$ cat src/rtl/fetch_unit.sv
// Instruction fetch stage: owns the PC, issues credit-limited in-order memory requests and
// buffers returned instructions for decode; redirects flush and drop wrong-path responses.
module fetch_unit #(
  parameter logic [31:0] RESET_PC = 32'h0000_0000,
  parameter int unsigned DEPTH    = 2
) (
  input  logic        clk,
  input  logic        rst,
  input  logic        redirect_valid,
  input  logic [31:0] redirect_pc,
  output logic        imem_req_valid,
  input  logic        imem_req_ready,
  output logic [31:0] imem_req_addr,
  input  logic        imem_rsp_valid,
  input  logic [31:0] imem_rsp_data,
  output logic        if_valid,
  input  logic        if_ready,
  output logic [31:0] if_pc,
  output logic [31:0] if_instr
);

  localparam int unsigned AW = $clog2(DEPTH);
  localparam int unsigned CW = $clog2(DEPTH + 1);

  typedef logic [AW-1:0] ptr_t;
  typedef logic [CW-1:0] cnt_t;
  typedef logic [CW:0]   occ_t;

  logic [31:0] pc_q, pc_d;

  // PCs of accepted requests whose responses will be kept.
  logic [31:0] pend_pc_q [DEPTH];
  ptr_t        pend_wr_q, pend_wr_d;
  ptr_t        pend_rd_q, pend_rd_d;

  logic [31:0] fifo_pc_q    [DEPTH];
  logic [31:0] fifo_instr_q [DEPTH];
  ptr_t        fifo_wr_q, fifo_wr_d;
  ptr_t        fifo_rd_q, fifo_rd_d;
  cnt_t        fifo_count_q, fifo_count_d;

  cnt_t        in_flight_q, in_flight_d;
  cnt_t        drop_cnt_q, drop_cnt_d;

  occ_t        occupancy;
  logic        req_fire;
  logic        rsp_push;
  logic        if_pop;
  cnt_t        rsp_dec;
  logic [31:0] redirect_target;
  logic        unused_redirect_lsb;

  assign redirect_target     = {redirect_pc[31:2], 2'b00};
  assign unused_redirect_lsb = ^redirect_pc[1:0];

  // Credits come from registered counts only, so if_ready never reaches imem_req_valid.
  assign occupancy      = occ_t'(in_flight_q) + occ_t'(fifo_count_q);
  assign imem_req_valid = !rst && !redirect_valid && (occupancy < occ_t'(DEPTH));
  assign imem_req_addr  = pc_q;
  assign req_fire       = imem_req_valid && imem_req_ready;

  assign rsp_push = imem_rsp_valid && !redirect_valid && (drop_cnt_q == '0);
  assign rsp_dec  = cnt_t'(imem_rsp_valid);

  assign if_valid = (fifo_count_q != '0);
  assign if_pop   = if_valid && if_ready;

  always_comb begin
    if_pc    = '0;
    if_instr = '0;
    if (if_valid) begin
      if_pc    = fifo_pc_q[fifo_rd_q];
      if_instr = fifo_instr_q[fifo_rd_q];
    end
  end

  always_comb begin
    pc_d         = pc_q;
    pend_wr_d    = pend_wr_q;
    pend_rd_d    = pend_rd_q;
    fifo_wr_d    = fifo_wr_q;
    fifo_rd_d    = fifo_rd_q;
    fifo_count_d = fifo_count_q;
    in_flight_d  = in_flight_q;
    drop_cnt_d   = drop_cnt_q;

    if (redirect_valid) begin
      // Everything still outstanding is wrong-path; a response this cycle is already gone.
      pc_d         = redirect_target;
      pend_wr_d    = '0;
      pend_rd_d    = '0;
      fifo_wr_d    = '0;
      fifo_rd_d    = '0;
      fifo_count_d = '0;
      in_flight_d  = in_flight_q - rsp_dec;
      drop_cnt_d   = in_flight_q - rsp_dec;
    end else begin
      if (req_fire) begin
        pc_d      = pc_q + 32'd4;
        pend_wr_d = pend_wr_q + ptr_t'(1);
      end
      if (imem_rsp_valid) begin
        if (drop_cnt_q != '0) begin
          drop_cnt_d = drop_cnt_q - cnt_t'(1);
        end else begin
          pend_rd_d = pend_rd_q + ptr_t'(1);
          fifo_wr_d = fifo_wr_q + ptr_t'(1);
        end
      end
      if (if_pop) begin
        fifo_rd_d = fifo_rd_q + ptr_t'(1);
      end
      fifo_count_d = fifo_count_q + cnt_t'(rsp_push) - cnt_t'(if_pop);
      in_flight_d  = in_flight_q + cnt_t'(req_fire) - rsp_dec;
    end
  end

  always_ff @(posedge clk) begin
    if (rst) begin
      pc_q         <= RESET_PC;
      pend_wr_q    <= '0;
      pend_rd_q    <= '0;
      fifo_wr_q    <= '0;
      fifo_rd_q    <= '0;
      fifo_count_q <= '0;
      in_flight_q  <= '0;
      drop_cnt_q   <= '0;
    end else begin
      pc_q         <= pc_d;
      pend_wr_q    <= pend_wr_d;
      pend_rd_q    <= pend_rd_d;
      fifo_wr_q    <= fifo_wr_d;
      fifo_rd_q    <= fifo_rd_d;
      fifo_count_q <= fifo_count_d;
      in_flight_q  <= in_flight_d;
      drop_cnt_q   <= drop_cnt_d;
    end
  end

  // Storage arrays carry data only; validity lives in the pointers and counts.
  always_ff @(posedge clk) begin
    if (req_fire) begin
      pend_pc_q[pend_wr_q] <= pc_q;
    end
    if (rsp_push) begin
      fifo_pc_q[fifo_wr_q]    <= pend_pc_q[pend_rd_q];
      fifo_instr_q[fifo_wr_q] <= imem_rsp_data;
    end
  end

  // A kept response can never find the buffer full while credits are respected.
  assert property (@(posedge clk) disable iff (rst)
    (imem_rsp_valid && !redirect_valid && (drop_cnt_q == '0)) |-> (fifo_count_q != cnt_t'(DEPTH)));

endmodule

$ cat config.mk
export PLATFORM = sky130hd
export DESIGN_NAME = fetch_unit
export DESIGN_NICKNAME = d
export VERILOG_FILES = /design/src/rtl/fetch_unit.sv
export SDC_FILE = /design/constraint.sdc
export NUM_CORES = 1
export LEC_CHECK = 0
export BUFFER_PORTS_ARGS = -buffer_cell sky130_fd_sc_hd__buf_2
export CORE_UTILIZATION = 33
export CTS_BUF_LIST = sky130_fd_sc_hd__clkbuf_8
export CTS_CLUSTER_SIZE = 28
export DETAILED_ROUTE_END_ITERATION = 10
export HOLD_SLACK_MARGIN = 0.02
export SLEW_MARGIN = 25
export SYNTH_ARGS = -nofsm -noshare
export SYNTH_HDL_FRONTEND = slang
export SYNTH_SLANG_ARGS = --single-unit
$ cat constraint.sdc
create_clock -name clk -period 5.36 [get_ports clk]
set_input_delay 0.804 -clock clk [delete_from_list [all_inputs] [get_ports clk]]
set_output_delay 0.804 -clock clk [all_outputs]
set_load 0.05 [all_outputs]
### Word-level counts from Yosys, hierarchy flattened

Memories as Yosys holds them, arrays and structs flattened. A register that Yosys moved wholly into a read port is not among the register bits.
Cells that the tools add are included.

* reduce and logical (&&, ||, !) cells: 17
* multiplexer cells: 18
* bitwise gates (word level): 1
* add/sub/neg operators: 12
* magnitude comparators: 1

Operators with widths (count)
* $mux W32: 4
* $add A32 B3 Y32 const B: 1
* $mux W1: 10
* $reduce_bool A2 Y1: 5
* $mux W2: 4
* $logic_and A1 B1 Y1: 6
* $sub A2 B1 Y2: 3
* $add A1 B1 Y1 const B: 4
* $add A2 B1 Y2: 2
* $reduce_and A2 Y1: 2
* $add A2 B2 Y3: 1
* $lt A3 B2 Y1 const B: 1
* $logic_not A1 Y1: 2
* $logic_not A2 Y1: 1
* $reduce_or A2 Y1: 1
* $sub A2 B1 Y2 const B: 1
* $not A1 Y1: 1

* logic and storage cells: 61
* memory bits (writable): 192
* memories kept: 3
* flip-flop bits (word level): 42
* input port bits: 70
* output and inout port bits: 98

Memories
* fifo_instr_q: depth 2, width 32, read ports 1, clocked after memory_dff 1, wr ports 1, line 37 `logic [31:0] fifo_instr_q [DEPTH];`
* fifo_pc_q: depth 2, width 32, read ports 1, clocked after memory_dff 1, wr ports 1, line 36 `logic [31:0] fifo_pc_q [DEPTH];`
* pend_pc_q: depth 2, width 32, read ports 1, clocked after memory_dff 1, wr ports 1, line 32 `logic [31:0] pend_pc_q [DEPTH];`

### Longest topological paths before layout

* depth in word-level cells: 7
* depth in mapped cells: 11

### Least setup slack after synthesis

OpenSTA, ideal clock, no wires.

* kind: input -> register
* start point: input port redirect_valid
* end point: memory fifo_instr_q[0][0] (enable)
* stages: 4
* arrival time: 3770 ps
* path slack: 1108 ps
* data required time: 4878 ps
* library setup time: 482 ps
* cell sequence: inv_2 buf_6 nand3_1 nor2_1

* longest elaborated chain between the ends: 5

Ends and longest elaborated chain
* from (decl): line 9 `input logic redirect_valid,`
* $logic_not A1 Y1: line 62 `assign rsp_push = imem_rsp_valid && !redirect_valid && (drop_cnt_q == '0);`
* $logic_and A1 B1 Y1 (2 in a row): line 62
* $mux W1: line 145 `if (rsp_push) begin`
* $mux W1 (implied by the code): line 147 `fifo_instr_q[fifo_wr_q] <= imem_rsp_data;`
* to (decl): line 37

No other way between the ends.

==> summary.txt <==
Outcome -> finished, final reports clean
Gr usage total -> 0.147
Hpwl dp -> 13,800 µm
Global-route wire length before repair -> 32,200 µm
Initial DRT Pass Iterations -> 5
Pleak -> 0.00409 µW
Register area share after synthesis -> 0.684
Clock Latency Late Sink -> 530 ps
CTS H-tree depth -> 2
Mux cell area share after synthesis -> 0.104
Total wire length -> 21,400 µm
Width of the die -> 170 µm
Nets -> 921
Largest family of logic cells by synthesized area -> simple AND/OR/NAND/NOR gates
PnR Total Power -> 3850 µW
CP max stage delay -> 840 ps
Adder-Cell Fraction of Synth Area -> 0.0116
Worst hold path cell count -> 1
Vias after detailed routing -> 5,930
CTS Buf Count -> 39
N_diodes -> 0
Synth Area in Compound Gates -> 0.0412
Reg2reg path depth -> 6
Post-synth EDFFs -> 184
Num Clock Sinks -> 226
Clock transition at path regs -> 60 ps
CTS hold repair buffers -> 0
Largest net degree at the start of global routing -> 53
Min setup slack post-route -> 2080 ps
Clock share of power -> 0.365
Number of gates resized after CTS -> 0
Die Ht -> 170 µm
Slew @ Worst Pin -> 863 ps
Syn Inst Count -> 666
Avg Vias per Cell -> 4.74
Ys Warns -> 0
CP Cell Sequence -> buf_4 -> mux2i_1 -> nor2_1 -> buf_2
Register share of total power -> 0.528
Top-area cell type share of the netlist area -> 0.593
Gr ovfl total -> 0
Crit-path leading delay family -> flip-flops
Area growth from synthesis to layout -> 20.5%
Pre-CTS WS -> 1790 ps
Share of cells above drive strength 1 -> 0.305
Worst reg2reg path endpoint -> pend_pc_q[0][4]$_DFFE_PP_
Worst endpoint required time -> 4560 ps
Power per cell area -> 343 nW/µm²
PortBufs -> 161
Internal power -> 2840 µW
GPL Wtd Cong -> 0.809
Number of I/O pins -> 168
RR Startpoint -> fifo_count_q[0]$_SDFF_PP0_
Hold Crit Endpoint -> fifo_instr_q[1][18]$_DFFE_PP_
Die area -> 28,900 µm²
Combinational share of power -> 0.106
Synth area leader -> edfxtp_1
Simple-gate share of the synthesized area -> 0.115
Post-Route Utilization -> 0.404
Max-cap viol count -> 0
CTS max path bufs -> 3
RSZ-0062 raised after global routing -> false
FFs w/ async S/R, synth -> 0
Slew Limit Fails -> 0
Fmax -> 305 MHz
Row count -> 61
CTS Root Cell -> clkbuf_8
Vias in the first global route -> 5,720
Post-Syn Area -> 9310 µm²
Fillcell total -> 2,740
Main area contributors after synthesis -> edfxtp_1, dfxtp_1, mux2i_1, nor2_1, mux2_2
Clock Skew -> 27.5 ps
Worst path bufs/invs -> 2
Critical setup path kind -> reg2out
DRT iter0 DRCs -> 344
#FFs+latches synth -> 226
DRC viols -> 0
Hold WC Path Type -> in2reg
Crit path max fanout -> 42
Setup_tns -> 0 ps
CP Data Arrival Time -> 2480 ps
NetSw -> 1010 µW
CP endpoint kind -> output port
R2R setup slack -> 2240 ps
Switch share -> 0.262
Endpoints failing hold -> 0
Final worst-path cycle share -> 0.612
CTS tree -> done
Most used flip-flop cell after synthesis -> edfxtp_1
Initial Util -> 0.335
Initial antenna violation count -> 1
Xor and xnor area share after synthesis -> 0.0179
Endpoints failing setup -> 0
Relative slew slack -> 0.423
Min-delay src -> imem_rsp_data[18]
Final Critical Period -> 3280 ps
Max VDD drop -> 152 µV
Drt wl/cell -> 17.1 µm
Critical Path Start Type -> flip-flop
Setup Fix Bufs, Post-CTS -> 0
Antenna Nets Post-Route -> 0
Avg Inst Size Synth -> 14.0 µm²
CP max stage cell -> dfxtp_4
Synth cell types -> 60
Core footprint -> 27,800 µm²
-- final cells by class --
class / count / area (µm²) / share of cell area
tap: 378 / 473 / 0.0422
inverter: 14 / 52.6 / 0.00468
multi-input combinational: 393 / 2740 / 0.244
timing repair buffer: 169 / 891 / 0.0794
clock buffer: 40 / 551 / 0.0491
sequential: 226 / 6370 / 0.568
clock inverter: 30 / 148 / 0.0132
-- worst reg2reg max path: stages, from the launching register on --
cell,delay [ps]
dfxtp_1,390
and2_1,160
fa_1,490
nor3b_2,510
nand2_1,310
nor2_2,500
buf_4,410
-- power groups by stage --
stage	registers, µW	logic [µW]	clock network [µW]
2_1_floorplan	2110	243	0
3_3_place_gp	2070	409	0
3_5_place_dp	2070	412	0
4_1_cts	2030	415	1460
5_1_grt	2040	443	1540
6_report	2030	409	1410
-- worst max-delay path by stage --
stage	startpoint	end	slack (ps)	cells after the start
global placement	redirect_valid	fifo_pc_q[1][6]$_DFFE_PP_	1810	5
global route	flip-flop	if_pc[28]	1890	4
CTS	flip-flop	if_pc[28]	1970	4
finish	flip-flop	if_pc[22]	2080	4
floorplan	redirect_valid	fifo_instr_q[0][0]$_DFFE_PP_	1110	4
detailed placement	redirect_valid	fifo_pc_q[1][2]$_DFFE_PP_	1790	5
-- cell families after synthesis --
logic type / count (synthesis)
compound gates: 54
xor+xnor: 19
fa+ha+maj: 8
buf+inv: 50
flops: 226
mux: 93
other cells: 1
simple gates: 215
-- flip-flops by register name, summed over array words and instances (netlist names), named ones only --
register       flops
fifo_instr_q      64
fifo_pc_q         60
pend_pc_q         60
imem_req_addr     30
drop_cnt_q         2
fifo_count_q       2
in_flight_q        2
fifo_rd_q          1
fifo_wr_q          1
pend_rd_q          1
pend_wr_q          1
-- placed cells by master, fill, tap and decap left out, types with 8 or more instances in the layout --
master and n:
nor2_1 99, dfxtp_1 41, buf_2 161, mux2i_1 63
a311oi_1 12, nand3_1 16, mux2_2 30, nand4_1 11
inv_1 31, nand2_1 27, a21oi_1 9, xnor2_1 11
o21ai_0 8, xor2_1 8, a211oi_1 8, edfxtp_1 184
clkbuf_8 40
-- metal layers --
layer,vias up,track usage,part of all wire
li1,2842,-,-
met1,2841,0.186,0.43
met2,200,0.248,0.47
met3,45,0.0342,0.065
met4,2,0.0501,0.026
met5,-,0,0.00037
-- metrics by stage --
| step | std cells | hold WS [ps] | cell area [µm²] |
|---|---|---|---|
| floorplan | 669 | 472 | 9320 |
| global placement | 1180 | 492 | 10500 |
| detailed placement | 1180 | 499 | 10500 |
| CTS | 1250 | 430 | 11200 |
| global route | 1250 | 438 | 11200 |
| finish | 1250 | 472 | 11200 |
-- synth_stat cells, drive strengths merged, types with 9 or more instances --
library cell  instances
mux2                 30
edfxtp              184
nand3                17
nand4                12
nand2                27
a311oi               12
mux2i                63
dfxtp                42
inv                  14
a21oi                 9
nor2                103
clkbuf               26
xnor2                11
No activity file was read; power rests on OpenSTA's default activity.
